**src/rtl/pattern_detect_param.sv**
```systemverilog
// Parametrised serial pattern detector with runtime pattern/mask, overlap control and registered match pulse.
// Optional saturating match counter is enabled by defining PATTERN_CNT_EN.
module pattern_detect_param #(
   parameter int unsigned       PAT_W   = 5,
   parameter logic [PAT_W-1:0]  PAT_DEF = PAT_W'(5'b11010),
   parameter int unsigned       CNT_W   = 16
) (
   input  logic             clk,
   input  logic             rst,
   input  logic             data_i,
   input  logic             valid_i,
   input  logic             overlap_i,
   input  logic             cfg_load_i,
   input  logic [PAT_W-1:0] pattern_i,
   input  logic [PAT_W-1:0] mask_i,
`ifdef PATTERN_CNT_EN
   output logic [CNT_W-1:0] match_cnt_o,
   input  logic             clr_cnt_i,
`endif
   output logic             pattern_o
);

   localparam int unsigned FILL_W = $clog2(PAT_W + 1);
   localparam logic [FILL_W-1:0] FILL_MAX = FILL_W'(PAT_W);
   localparam logic [FILL_W-1:0] ARM_AT   = FILL_W'(PAT_W - 1);

   // Elaboration guard on parameter legality
   if (PAT_W < 2 || CNT_W < 1) begin : g_param_check
      $error("pattern_detect_param: PAT_W must be >= 2 and CNT_W >= 1");
   end

   typedef enum logic {
      FILL  = 1'b0,
      ARMED = 1'b1
   } state_t;

   state_t             state_q, state_d;
   logic [FILL_W-1:0]  fill_q, fill_d;
   logic [PAT_W-2:0]   hist_q, hist_d;
   logic [PAT_W-1:0]   pat_q, pat_d;
   logic [PAT_W-1:0]   mask_q, mask_d;
   logic [PAT_W-1:0]   window_c;
   logic               match_c;

   always_ff @(posedge clk or negedge rst) begin
      if (!rst) begin
         state_q   <= FILL;
         fill_q    <= '0;
         hist_q    <= '0;
         pat_q     <= PAT_DEF;
         mask_q    <= '1;
         pattern_o <= 1'b0;
      end else begin
         state_q   <= state_d;
         fill_q    <= fill_d;
         hist_q    <= hist_d;
         pat_q     <= pat_d;
         mask_q    <= mask_d;
         pattern_o <= match_c;
      end
   end

   // Window = stored history plus the bit arriving on this edge; the first received bit lands at the MSB
   always_comb begin
      state_d  = state_q;
      fill_d   = fill_q;
      hist_d   = hist_q;
      pat_d    = pat_q;
      mask_d   = mask_q;
      match_c  = 1'b0;
      window_c = {hist_q, data_i};

      if (cfg_load_i) begin
         pat_d  = pattern_i;
         mask_d = mask_i;
         hist_d = '0;
         fill_d = '0;
      end else if (valid_i) begin
         hist_d = window_c[PAT_W-2:0];
         fill_d = (fill_q == FILL_MAX) ? fill_q : fill_q + FILL_W'(1);
         if (state_q == ARMED && ((window_c ^ pat_q) & mask_q) == '0) begin
            match_c = 1'b1;
         end
         if (match_c && !overlap_i) begin
            hist_d = '0;
            fill_d = '0;
         end
      end

      state_d = (fill_d >= ARM_AT) ? ARMED : FILL;
   end

`ifdef PATTERN_CNT_EN
   logic [CNT_W-1:0] cnt_d;

   // Clear wins over the old value but still counts a coincident match
   always_comb begin
      cnt_d = match_cnt_o;
      if (clr_cnt_i) begin
         cnt_d = match_c ? CNT_W'(1) : '0;
      end else if (match_c && match_cnt_o != '1) begin
         cnt_d = match_cnt_o + CNT_W'(1);
      end
   end

   always_ff @(posedge clk or negedge rst) begin
      if (!rst) begin
         match_cnt_o <= '0;
      end else begin
         match_cnt_o <= cnt_d;
      end
   end
`endif

endmodule

```
**config.mk**
```make
export PLATFORM = sky130hd
export DESIGN_NAME = pattern_detect_param
export DESIGN_NICKNAME = d
export VERILOG_FILES = /design/src/rtl/pattern_detect_param.sv
export SDC_FILE = /design/constraint.sdc
export NUM_CORES = 1
export LEC_CHECK = 0
export CAP_MARGIN = 25
export CELL_PAD_IN_SITES_DETAIL_PLACEMENT = 2
export CELL_PAD_IN_SITES_GLOBAL_PLACEMENT = 2
export CORE_UTILIZATION = 28
export CTS_CLUSTER_DIAMETER = 200
export DETAILED_ROUTE_END_ITERATION = 10
export GPL_TIMING_DRIVEN = 0
export HOLD_SLACK_MARGIN = 0.12
export PLACE_DENSITY_LB_ADDON = 0.1
export SYNTH_ARGS = -nofsm -noshare
export SYNTH_HDL_FRONTEND = slang
export SYNTH_SLANG_ARGS = --single-unit
export TNS_END_PERCENT = 10
```
**constraint.sdc**
```tcl
create_clock -name clk -period 2.3 [get_ports clk]
set_input_delay 0.46 -clock clk [delete_from_list [all_inputs] [get_ports clk]]
set_output_delay 0.46 -clock clk [all_outputs]
set_load 0.02 [all_outputs]
```
==> flow_summary_export.csv <==
group,metric,value,unit
drt,vias,622,
power,cellLeakagePower,0.457,nW
timing,finalHoldViolCount,0,
placement,dp_cells,132,
logic_synthesis,async_reset_ff_share,100,%
timing,setup_viol,0,
cts,clock-sinks,18,
finish,drive_above_1_share,33.7,%
worst_setup_path,critical-path-max-stage-delay,590,ps
logic_synthesis,synth_xor_area_share,4.93,%
cts,cts_buffer_depth,2,
logic_synthesis,synthAdderAreaFrac,2.82,%
cts,cts.repair.resized,0,
cts,cts_root_buf,"clkbuf_4",
drt,drt_wl_total,1.83,mm
finish,regArea,460,sq um
power,power,0.665,mW
cts,path_clk_slew,100,ps
logic_synthesis,synth_common_cells,"10 x dfrtp_1, 10 x mux2_2, 8 x dfstp_2",
logic_synthesis,synthDistinctLibCells,24,
finish,fillers,333,
placement,dp_hpwl,1.30,mm
finish,multiInputGateArea,410,sq um
logic_synthesis,synth_edf_count,0,
timing,tns,0,ps
grt,grt_usage,12.8,%
cts,cts.htree.levels,1,
timing,fin_worst_skew,3.58,ps
drt,dr.pass1.iters,4,
timing,layout_min_cycle_time,1690,ps
timing,rsz0062_at_grt,"false",
worst_setup_path,path_class,"reg2out",
finish,fin_nets,111,
worst_setup_path,cpLargestDelayFamily,"buffers and inverters",
logic_synthesis,syn-mean-instance-area,12.2,sq um
grt,grt_max_degree,19,
placement,io_buffer_count,15,
run,cap_violations,0,
placement,gp_congestion,0.738,
logic_synthesis,muxShareOfSynthArea,12.7,%
floorplanning,core_area,3030,sq um
floorplanning,start_util,29.3,%
timing,max_slew_margin,45.0,%
power,p_per_area,588,nW/um^2
cts,cts_buffers,3,
finish,antenna_cells,0,
logic_synthesis,synth_top_area_share,28.2,%
logic_synthesis,yosys_warnings,0,
worst_hold_path,hold_class,"reg2reg",
floorplanning,rows,20,
timing,drv_slew,0,
drt,drc_errors,0,
grt,grt_pass1_wl,3.17,mm
finish,area_growth_syn_to_layout,27.2,%
logic_synthesis,syn-num-nets,91,
floorplanning,num_io_pins,17,
drt,avgRoutedWirePerCell,13.5,um
worst_setup_path,startpoint_type,"register",
power,ir_drop,0.284,mV
logic_synthesis,synth_top_family_by_area,"simple AND/OR/NAND/NOR gates",
timing,period_share,73.4,%
logic_synthesis,syn-instance-count,73,
floorplanning,die-height,58.3,um
finish,final_cells,136,
drt,viasPerCell,4.57,
grt,first_global_vias,686,
cts,cts_tree,"done",
logic_synthesis,ys_seq_area_share,51.8,%
logic_synthesis,netlist_area,888,sq um
worst_setup_path,path_max_fanout,1,
logic_synthesis,synth.largest_area_cell,"dfrtp_1",
drt,final_antenna_net_count,0,
cts,cts_setup_buffers,0,
cts,hold_buffers,0,
outcome,status,"finished clean",
logic_synthesis,synthFlopType,"dfrtp_1",
logic_synthesis,synthSimpleGateAreaFrac,13.8,%
floorplanning,die_w,58.3,um
grt,antenna_found_initial,0,
worst_setup_path,cp-end-kind,"primary output",
worst_setup_path,timing.critical_path.cells,"clkdlybuf4s50_1",
worst_setup_path,cp_slowest_cell,"clkdlybuf4s50_1",
cts,clk_latency,300,ps
worst_setup_path,worstPathArrival,1230,ps
timing,max_freq,593,MHz
logic_synthesis,synth-seq-cells,18,
grt,grt-ovfl-total,0,
worst_setup_path,r2r_setup_slack,860,ps
drt,drt_iter0_markers,8,
logic_synthesis,synth_compound_area_share,12.0,%
timing,worstMarginPinSlew,822,ps
floorplanning,die-area,3400,sq um
logic_synthesis,ys_top_cells_by_area,"dfrtp_1 28%, dfstp_2 24%, mux2_2 13%, xor2_1 4.9%, a21oi_1 3.4%",
worst_setup_path,critPathRequiredTime,1840,ps
worst_setup_path,cp_num_buf_inv,1,
[layout make-up]
| type | instances | area share (%) |
|---|---|---|
| Sequential cell | 18 | 40.8 |
| Multi-Input combinational cell | 51 | 36.3 |
| Timing Repair Buffer | 15 | 13.3 |
| Tap cell | 44 | 4.87 |
| Clock buffer | 4 | 3.21 |
| Buffer | 3 | 1.22 |
| Inverter | 1 | 0.332 |
[cell usage in the layout, fill, tap and decap left out, types with 2 or more instances in the layout]
cell type / netlist / layout
ha_1: 2 / 2
clkbuf_4: 0 / 3
a22oi_2: 2 / 2
nand2_1: 3 / 3
xor2_1: 5 / 5
dfrtp_1: 10 / 10
a21oi_1: 6 / 6
nor2_1: 3 / 3
mux2_2: 10 / 10
nand2b_1: 4 / 4
dfstp_2: 8 / 8
clkdlybuf4s50_1: 0 / 15
buf_2: 2 / 2
nand3_1: 6 / 6
[layer usage]
| metal | share of wire [%] | global-route usage (%) | wire [um] |
|---|---|---|---|
| met1 | 45 | 14.5 | 828 |
| met2 | 49 | 22.3 | 900 |
| met3 | 4.8 | 4.84 | 87 |
| met4 | 0.71 | 4.08 | 13 |
| met5 | 0 | 0 | 0 |
[where the power goes]
group          switching, mW  leakage [nW]  internal, mW  total (mW)
Clock                  0.102        0.0210        0.0966       0.198
Combinational         0.0432         0.219        0.0570       0.100
Sequential            0.0169         0.217         0.349       0.366
[worst reg2reg max path: cells and delay by family, from the launching register on]
kind | cells | cell delay [ps]
flip-flops | 1 | 550
AO/OA/AOI/OAI | 2 | 350
AND/OR/NAND/NOR | 2 | 340
XOR/XNOR | 1 | 70
[kinds of logic after synthesis]
logic type,count (synthesis)
AO/OA/AOI/OAI,14
XOR/XNOR,5
adder cells (fa/ha/maj),2
buffers and inverters,4
flip-flops,18
multiplexers,10
AND/OR/NAND/NOR,20
[final timing paths]
path / to / from / cells past startpoint
setup / recovery: pattern_o / pattern_o / 1
hold / removal: pat_q[0] / pat_q[0] / 1
setup reg to reg: hist_q[3] / pat_q[4] / 5
hold reg to reg: pat_q[0] / pat_q[0] / 1
max in group asynchronous: fill_q[0] / rst / 1
min in group asynchronous: hist_q[3] / rst / 1
[registers in the layout (all words and copies together) (netlist names)]
register   flops
mask_q         5
pat_q          5
hist_q         4
fill_q         3
pattern_o      1
[through the flow]
| step | setup WS, ps | utilization (%) | hold WS [ps] | area [sq um] |
|---|---|---|---|---|
| 2_1_floorplan | 1020 | - | 164 | 888 |
| 3_3_place_gp | 475 | 36.1 | 517 | 1090 |
| 3_5_place_dp | 464 | 36.1 | 517 | 1090 |
| 4_1_cts | 579 | 37.3 | 557 | 1130 |
| 5_1_grt | 555 | 37.3 | 572 | 1130 |
| 6_report | 613 | 37.3 | 548 | 1130 |
(Power assumes the default switching activity.)
